$ cat config.mk
export PLATFORM = sky130hd
export DESIGN_NAME = strobe_gen
export DESIGN_NICKNAME = d
export VERILOG_FILES = /design/src/rtl/strobe_gen_pkg.sv /design/src/rtl/strobe_gen_div_ch.sv /design/src/rtl/strobe_gen.sv
export SDC_FILE = /design/constraint.sdc
export NUM_CORES = 1
export LEC_CHECK = 0
export CORE_MARGIN = 8
export CORE_UTILIZATION = 58
export CTS_BUF_LIST = sky130_fd_sc_hd__clkbuf_4
export DETAILED_ROUTE_END_ITERATION = 8
export PLACE_DENSITY = 0.78
export SYNTH_ARGS = -nofsm -noshare
export SYNTH_HDL_FRONTEND = slang
export SYNTH_SLANG_ARGS = --single-unit
$ cat constraint.sdc
create_clock -name clk -period 4.92 [get_ports clk]
set_clock_uncertainty 0.15 [all_clocks]
set_input_delay 1.23 -clock clk [delete_from_list [all_inputs] [get_ports clk]]
set_output_delay 1.23 -clock clk [all_outputs]
set_load 0.01 [all_outputs]
$ cat src/rtl/strobe_gen_pkg.sv
// Shared constants and elaboration helpers for the strobe generator.
// Default divisors are the transmitter filter, pilot and frame rates.
package strobe_gen_pkg;

  localparam int unsigned DIV_FILT  = 32'd41;
  localparam int unsigned DIV_PILOT = 32'd40;
  localparam int unsigned DIV_FRAME = 32'd164;

  function automatic int unsigned clog2(input int unsigned v);
    int unsigned r;
    r = 32'd0;
    for (int unsigned i = 32'd0; i < 32'd32; i++) begin
      if ((32'd1 << i) < v) r = i + 32'd1;
    end
    return r;
  endfunction

  function automatic int unsigned ch_width(input int unsigned n);
    return (n <= 32'd1) ? 32'd1 : clog2(n);
  endfunction

endpackage

$ cat src/rtl/strobe_gen_div_ch.sv
// One strobe channel: modulo counter over the active divisor, strobe flop,
// and a load port that swaps the divisor only at a period boundary or on sync.
module strobe_div_ch #(
  parameter int               CNT_W   = 8,
  parameter logic [CNT_W-1:0] DIV_RST = CNT_W'(40)
) (
  input  logic             clk,
  input  logic             rst_clk,
  input  logic             i_en,
  input  logic             i_sync,
  input  logic             i_load,
  input  logic [CNT_W-1:0] i_load_div,
  output logic             o_wrap,
  output logic             o_strb
);

  logic [CNT_W-1:0] r_cnt;
  logic [CNT_W-1:0] r_div;
  logic             r_strb;

  // Divisors 0 and 1 both collapse to a period of one cycle.
  function automatic logic [CNT_W-1:0] last_of(input logic [CNT_W-1:0] d);
    return (d <= CNT_W'(1)) ? {CNT_W{1'b0}} : d - CNT_W'(1);
  endfunction

  assign o_wrap = i_en && (r_cnt >= last_of(r_div));
  assign o_strb = r_strb;

  // Counter, active divisor and strobe; sync outranks enable.
  always_ff @(posedge clk or negedge rst_clk) begin
    if (!rst_clk) begin
      r_cnt  <= last_of(DIV_RST);
      r_div  <= DIV_RST;
      r_strb <= 1'b0;
    end else if (i_sync || o_wrap) begin
      r_cnt  <= {CNT_W{1'b0}};
      r_strb <= 1'b1;
      if (i_load) begin
        r_div <= i_load_div;
      end else begin
        r_div <= r_div;
      end
    end else if (i_en) begin
      r_cnt  <= r_cnt + CNT_W'(1);
      r_strb <= 1'b0;
    end else begin
      r_strb <= 1'b0;
    end
  end

endmodule

$ cat src/rtl/strobe_gen.sv
// Multi-channel strobe generator: one strobe_div_ch per channel, a single-entry
// divisor update slot with valid/ready handshake, and the all-channel coincidence flag.
module strobe_gen
  import strobe_gen_pkg::*;
#(
  parameter int                    N_CH     = 3,
  parameter int                    CNT_W    = 8,
  parameter logic [N_CH*CNT_W-1:0] DIV_INIT = {CNT_W'(DIV_PILOT), CNT_W'(DIV_FILT), CNT_W'(DIV_FRAME)},
  localparam int                   CH_W     = int'(ch_width(N_CH))
) (
  input  logic             clk,
  input  logic             rst_clk,
  input  logic             i_en,
  input  logic             i_sync,
  input  logic             i_cfg_valid,
  output logic             o_cfg_ready,
  input  logic [CH_W-1:0]  i_cfg_ch,
  input  logic [CNT_W-1:0] i_cfg_div,
  output logic             o_cfg_err,
  output logic [N_CH-1:0]  o_strb,
  output logic             o_strb_all
);

  localparam logic [CH_W:0] N_CH_W = (CH_W + 1)'(N_CH);

  logic             r_pend_valid;
  logic [CH_W-1:0]  r_pend_ch;
  logic [CNT_W-1:0] r_pend_div;
  logic             r_cfg_ready;
  logic             r_cfg_err;

  logic [N_CH-1:0]  w_sel;
  logic [N_CH-1:0]  w_wrap;
  logic [N_CH-1:0]  w_strb;
  logic             w_xfer;
  logic             w_ch_ok;
  logic             w_commit;

  assign w_xfer   = i_cfg_valid && r_cfg_ready;
  assign w_ch_ok  = ({1'b0, i_cfg_ch} < N_CH_W);
  // The slot empties when its channel wraps or when sync forces the load.
  assign w_commit = |(w_sel & (w_wrap | {N_CH{i_sync}}));

  // Pending slot and handshake; ready reopens one edge after the slot empties.
  always_ff @(posedge clk or negedge rst_clk) begin
    if (!rst_clk) begin
      r_pend_valid <= 1'b0;
      r_pend_ch    <= {CH_W{1'b0}};
      r_pend_div   <= {CNT_W{1'b0}};
      r_cfg_ready  <= 1'b1;
      r_cfg_err    <= 1'b0;
    end else begin
      r_cfg_err <= w_xfer && !w_ch_ok;
      if (w_xfer && w_ch_ok) begin
        r_pend_valid <= 1'b1;
        r_pend_ch    <= i_cfg_ch;
        r_pend_div   <= i_cfg_div;
        r_cfg_ready  <= 1'b0;
      end else if (w_commit) begin
        r_pend_valid <= 1'b0;
        r_cfg_ready  <= 1'b0;
      end else begin
        r_cfg_ready  <= !r_pend_valid;
      end
    end
  end

  for (genvar g = 0; g < N_CH; g++) begin : g_ch
    assign w_sel[g] = r_pend_valid && (r_pend_ch == CH_W'(g));

    strobe_div_ch #(
      .CNT_W   (CNT_W),
      .DIV_RST (DIV_INIT[g*CNT_W +: CNT_W])
    ) u_ch (
      .clk        (clk),
      .rst_clk    (rst_clk),
      .i_en       (i_en),
      .i_sync     (i_sync),
      .i_load     (w_sel[g]),
      .i_load_div (r_pend_div),
      .o_wrap     (w_wrap[g]),
      .o_strb     (w_strb[g])
    );
  end

  assign o_strb      = w_strb;
  assign o_strb_all  = &w_strb;
  assign o_cfg_ready = r_cfg_ready;
  assign o_cfg_err   = r_cfg_err;

endmodule

==> run_results.csv, run 1 <==
group,metric,value,unit
clock_tree,clock_latency,420,ps
place,port_buffers,20,
worst_hold_path,hp-class,"reg -> reg",
clock_tree,tritoncts,"built",
setup_path,cp.required,5070,ps
setup_path,path_cells,"or4_1, or4_1, and2_1, ha_1, nand2b_1, a2111oi_1, o31ai_1, and2_1, mux2_2",
sta,fin_setup_tns,0,ps
grt,grt_max_degree,38,
routing,finalWirelength,7580,µm
setup_path,worstPathMaxFanout,9,
die,die_h,97.4,µm
die,rows,29,
synthesis,syn_nets,421,
synthesis,synthTopCellsByArea,"dfrtp_1 (29%), dfstp_2 (13%), ha_1 (11%)",
clock_tree,hold_buffers,0,
synthesis,synth_top_area_cell,"dfrtp_1",
outcome,outcome,"finished, final reports clean",
setup_path,cp-end-kind,"flop",
grt,grt_overflow,0,
setup_path,crit_path_start_kind,"flop",
setup_path,worstPathArrival,4230,ps
clock_tree,cts.sinks,64,
synthesis,synth_ff_type,"dfrtp_1",
sta,hold_viol,0,
layout,postLayoutCoreUtil,0.664,
routing,ant_nets,0,
routing,vias,2817,
synthesis,synth_area,3840,µm²
synthesis,synth-seq-cells,64,
sta,period_share,0.828,
layout,multi_input_area,2090,µm²
layout,syn2layout_area_growth,10.3,%
die,die-area,9490,µm²
setup_path,slowest_stage,"o31ai_1",
routing,viasPerCell,5.89,
layout,fin_area,4240,µm²
setup_path,path_class,"reg -> reg",
place,place_area,4110,µm²
grt,grt_pass1_vias,2766,
layout,fin_nets,444,
routing,drtIter0Drc,146,
sta,grt_setup_unrepaired,"no",
sta,whs,321,ps
layout,diodes,0,
place,place.gp.congestion,0.813,
routing,dr.pass1.iters,4,
synthesis,synth_cell_types,45,
routing,drc,0,
clock_tree,ctsResizeCount,0,
clock_tree,clockBufferDepth,2,
synthesis,ys_seq_area_frac,0.423,
routing,wl_per_cell,15.9,µm
setup_path,worst_path_largest_cell_delay,740,ps
sta,tightest_slew,873,ps
grt,antenna_found_initial,0,
clock_tree,cts-root-buf,"clkbuf_4",
synthesis,syn_inst,373,
clock_tree,post_cts_buffers,0,
clock_tree,clkTransAtPathRegs,110,ps
layout,ff_latch_area,1630,µm²
sta,slew_headroom,0.413,
grt,grt_pass1_wl,13200,µm
pwr,irDropWorstVdd,0.380,mV
die,die_w,97.4,µm
die,core_area,6390,µm²
pwr,leakage,1.87,nW
synthesis,postSynthAreaPerCell,10.3,µm²
clock_tree,numCtsBuffers,9,
die,start_util,0.602,
sta,drv_slew,0,
synthesis,yosysTopAreaCellShare,0.293,
sta,setup_violations,0,
place,hpwl,5830,µm
pwr,power_density,550,nW/µm²
grt,grt_use_total,0.168,
die,io_pins,21,
sta,period_needed,4070,ps
run,maxCapViolCount,0,
synthesis,synth_edf_count,0,
synthesis,ys_warn_count,0,
layout,drive_above_1_share,0.187,
sta,timing.fmax,0.245,GHz
clock_tree,htreeDepth,3,
layout,nFillCells,515,
synthesis,async_reset_ff_frac,1.00,
layout make-up:
class | instances | area share
Clock inverter | 5 | 0.0118
Inverter | 18 | 0.0159
Sequential cell | 64 | 0.384
Clock buffer | 11 | 0.0195
Tap cell | 77 | 0.0227
Multi-Input combinational cell | 279 | 0.493
Timing Repair Buffer | 24 | 0.0531
worst paths after layout:
kind                                                    from                                end  slack, ps  cells after the start
hold reg to reg                     r_pend_valid$_DFFE_PN0P_              o_cfg_ready$_DFF_PN1_        320                      1
hold / removal                      r_pend_valid$_DFFE_PN0P_              o_cfg_ready$_DFF_PN1_        320                      1
setup reg to reg           g_ch[2].u_ch.r_div[2]$_DFFE_PN0P_  g_ch[2].u_ch.r_div[4]$_DFFE_PN0P_        850                      9
min in group asynchronous                            rst_clk  g_ch[2].u_ch.r_cnt[6]$_DFFE_PN0P_        750                      1
max in group asynchronous                            rst_clk  g_ch[1].u_ch.r_div[5]$_DFFE_PN1P_       2940                      2
setup / recovery           g_ch[2].u_ch.r_div[2]$_DFFE_PN0P_  g_ch[2].u_ch.r_div[4]$_DFFE_PN0P_        850                      9
synth_stat cells (2+ instances only):
library cell	n
a2111oi_4	2
a21o_1	3
a21oi_1	6
a31oi_1	9
and2_1	5
and3_1	6
buf_2	3
buf_4	3
clkbuf_1	6
dfrtp_1	45
dfstp_2	19
ha_1	33
inv_1	18
mux2_2	31
mux2i_1	6
nand2_1	37
nand2b_1	5
nand3_1	14
nand4_1	9
nor2_1	28
nor2b_1	8
nor3_1	10
nor4_1	5
nor4b_1	2
o211a_1	2
o211ai_1	2
o21a_1	2
o21ai_0	12
or3_1	5
or4_1	2
xnor2_1	9
xor2_1	13
metrics by stage:
stage / power (mW) / setup WS, ps / std cells
after detailed placement: 1.99 / 875 / 462
after global routing: 2.53 / 504 / 478
after floorplan: 1.71 / 1240 / 373
after CTS: 2.35 / 840 / 478
final: 2.33 / 846 / 478
after global placement: 1.93 / 963 / 462
cells by family after synthesis:
family / Yosys count / synth area share
xor gates and xnor gates: 22 / 0.0501
and+or+nand+nor: 140 / 0.181
adders and majority gates: 33 / 0.107
muxes: 37 / 0.106
DFF: 64 / 0.423
AOI/OAI and AO/OA: 47 / 0.0990
buffers and inverters: 30 / 0.0332
metal layers:
layer / vias to the layer above / GRT usage / wire, µm / part of all wire
li1: 1374 / - / - / -
met1: 1359 / 0.211 / 3440 / 0.45
met2: 66 / 0.262 / 3570 / 0.47
met3: 18 / 0.0398 / 338 / 0.045
met4: 0 / 0.0828 / 233 / 0.031
met5: - / 0 / 0 / 0
layout by cell type (no fill, tap or decap), types with 2 or more instances in the layout:
cell             netlist  final
and2_1                 5      5
nor4_1                 5      5
mux2i_1                6      6
nand2_1               37     37
mux2_2                31     31
nor4b_1                2      2
or4_1                  2      2
or3_1                  5      5
a2111oi_4              2      2
nand3_1               14     14
nor2_1                28     28
inv_1                 18     18
dfstp_2               19     19
clkinv_1               0      2
o211a_1                2      2
dfrtp_1               45     45
clkbuf_4               0     11
o211ai_1               2      2
xnor2_1                9      9
nor3_1                10     10
buf_4                  3      4
a21oi_1                6      6
xor2_1                13     13
ha_1                  33     33
a31oi_1                9      9
o21ai_0               12     12
nor2b_1                8      8
a21o_1                 3      3
clkdlybuf4s50_1        0     19
nand4_1                9      9
nand2b_1               5      5
o21a_1                 2      2
and3_1                 6      6
critical path, delay by kind of cell (launching register included):
kind | cells | cell delay, ps
muxes | 1 | 370
adders and majority gates | 1 | 260
and+or+nand+nor | 5 | 1910
AOI/OAI and AO/OA | 2 | 810
DFF | 1 | 440
registers in the layout, indices dropped and copies added (netlist names):
name / cells
g_ch.u_ch.r_cnt: 24
g_ch.u_ch.r_div: 24
r_pend_ch: 2
r_pend_div: 8
o_cfg_err: 1
o_cfg_ready: 1
r_pend_valid: 1
g_ch.u_ch.o_strb: 3
power breakdown:
group / leakage [nW] / switching [mW] / total, mW / internal, mW
Sequential: 0.766 / 0.227 / 0.968 / 0.741
Combinational: 1.03 / 0.499 / 1.01 / 0.514
Clock: 0.0719 / 0.187 / 0.349 / 0.162
Total: 1.87 / 0.913 / 2.33 / 1.42
(Power assumes the default switching activity.)
==> inputs of run 2 (changes only) <==
--- a/config.mk
+++ b/config.mk
@@ -6,7 +6,7 @@
 export NUM_CORES = 1
 export LEC_CHECK = 0
 export CORE_MARGIN = 8
-export CORE_UTILIZATION = 58
+export CORE_UTILIZATION = 56
 export CTS_BUF_LIST = sky130_fd_sc_hd__clkbuf_4
 export DETAILED_ROUTE_END_ITERATION = 8
 export PLACE_DENSITY = 0.78
==> constraint.sdc (replaced) <==
create_clock -name clk -period 3.7 [get_ports clk]
set_clock_uncertainty 0.15 [all_clocks]
set_input_delay 0.925 -clock clk [delete_from_list [all_inputs] [get_ports clk]]
set_output_delay 0.925 -clock clk [all_outputs]
set_load 0.01 [all_outputs]
==> run_results.csv, run 2 (synthesis gave the netlist of run 1 again) <==
group,metric,value,unit
layout,drive_above_1_share,0.212,
place,hpwl,5860,µm
grt,antenna_found_initial,0,
grt,grt_use_total,0.171,
clock_tree,clock_latency,420,ps
die,io_pins,21,
place,port_buffers,20,
die,die_h,98.8,µm
sta,tightest_slew,786,ps
sta,drv_slew,0,
setup_path,cp-end-kind,"flop",
pwr,p_total,3.10,mW
sta,fin_setup_tns,0,ps
setup_path,path_class,"reg -> reg",
sta,grt_setup_unrepaired,"no",
layout,diodes,0,
routing,viasPerCell,5.77,
clock_tree,post_cts_buffers,0,
routing,wl_per_cell,15.6,µm
sta,period_share,0.953,
layout,syn2layout_area_growth,11.8,%
routing,ant_nets,0,
setup_path,cp.required,3870,ps
setup_path,reg2reg_slack,170,ps
sta,period_needed,3530,ps
routing,drtIter0Drc,112,
die,die_w,98.8,µm
pwr,leakage,1.91,nW
clock_tree,clockBufferDepth,2,
layout,final_common_cell,"dfrtp_1",
layout,fin_nets,453,
clock_tree,tritoncts,"built",
worst_hold_path,hp-class,"reg -> reg",
pwr,power_density,721,nW/µm²
place,place.gp.congestion,0.841,
sta,setup_slack,175,ps
clock_tree,clkTransAtPathRegs,120,ps
die,core_area,6720,µm²
sta,hold_viol,0,
grt,grt_overflow,0,
routing,drc,0,
clock_tree,cts.sinks,64,
clock_tree,htreeDepth,3,
routing,vias,2827,
setup_path,worstPathMaxFanout,9,
routing,dr.pass1.iters,4,
routing,finalWirelength,7660,µm
pwr,irDropWorstVdd,0.384,mV
clock_tree,cts-root-buf,"clkbuf_4",
sta,timing.fmax,0.284,GHz
layout,reg_top3,"g_ch.u_ch.r_cnt (24), g_ch.u_ch.r_div (24), r_pend_div (8)",
sta,slew_headroom,0.476,
layout,postLayoutCoreUtil,0.640,
grt,grt_pass1_vias,2870,
run,maxCapViolCount,0,
die,start_util,0.572,
grt,grt_max_degree,65,
clock_tree,numCtsBuffers,9,
layout,final_cell_mix,"dfrtp_1 (45), nand2_1 (37), ha_1 (33)",
grt,grt_pass1_wl,13400,µm
die,rows,30,
setup_path,crit_path_start_kind,"flop",
setup_path,worstPathArrival,3690,ps
place,place_ws,122,ps
die,die-area,9770,µm²
sta,setup_violations,0,
outcome,outcome,"finished, final reports clean",
==> run 2: layout make-up <==
class	count	area, µm²
clock inverter	7	47.5
clock buffer	9	67.6
multi-input combinational	279	2100
timing repair buffer	33	293
tap	80	100
inverter	18	67.6
sequential	64	1630
fill	517	2420
==> run 2: where the power goes <==
| part | leakage [nW] | switching [mW] | total (mW) | internal, mW |
|---|---|---|---|---|
| logic | 1.08 | 0.684 | 1.40 | 0.718 |
| clock network | 0.0637 | 0.273 | 0.411 | 0.138 |
| registers | 0.766 | 0.302 | 1.29 | 0.985 |
| total | 1.91 | 1.26 | 3.10 | 1.84 |
==> run 2: path summary, 6_finish.rpt <==
kind	startpoint	end	cells past startpoint
min in group asynchronous	rst_clk	r_pend_div[4]$_DFFE_PN0P_	2
hold / removal	g_ch[0].u_ch.r_cnt[7]$_DFFE_PN1P_	g_ch[0].u_ch.r_cnt[7]$_DFFE_PN1P_	2
setup reg to reg	g_ch[2].u_ch.r_div[2]$_DFFE_PN0P_	r_pend_valid$_DFFE_PN0P_	9
hold reg to reg	g_ch[0].u_ch.r_cnt[7]$_DFFE_PN1P_	g_ch[0].u_ch.r_cnt[7]$_DFFE_PN1P_	2
setup / recovery	g_ch[2].u_ch.r_div[2]$_DFFE_PN0P_	r_pend_valid$_DFFE_PN0P_	9
max in group asynchronous	rst_clk	g_ch[1].u_ch.r_cnt[7]$_DFFE_PN0P_	2
==> run 2: worst max-delay path: stages (launching register included) <==
cell and delay [ps]:
dfrtp_1 440, or4_1 560, or4_1 500, and2_1 180
ha_1 270, nand2b_1 160, a2111oi_2 390, o31ai_1 160
and2_2 260, o41ai_1 350
==> run 2: repair_timing <==
action | 4_1_cts | 5_1_grt
endpoints found under the setup margin | 0 | 1
resized for setup | 0 | 2
hold buffers | 0 | 0
==> run 2: per-layer routing <==
layer | vias up | GRT usage | part of all wire
met5 | - | 0 | 0
met4 | 0 | 0.104 | 0.029
li1 | 1386 | - | -
met3 | 17 | 0.0388 | 0.039
met2 | 68 | 0.264 | 0.47
met1 | 1356 | 0.212 | 0.46
==> run 2: metrics by stage <==
stage / hold WS (ps) / cell area [µm²] / instances
finish: 342 / 4300 / 490
global route: 369 / 4300 / 490
CTS: 345 / 4290 / 490
detailed placement: 330 / 4180 / 474
global placement: 322 / 4180 / 474
floorplan: 256 / 3840 / 373
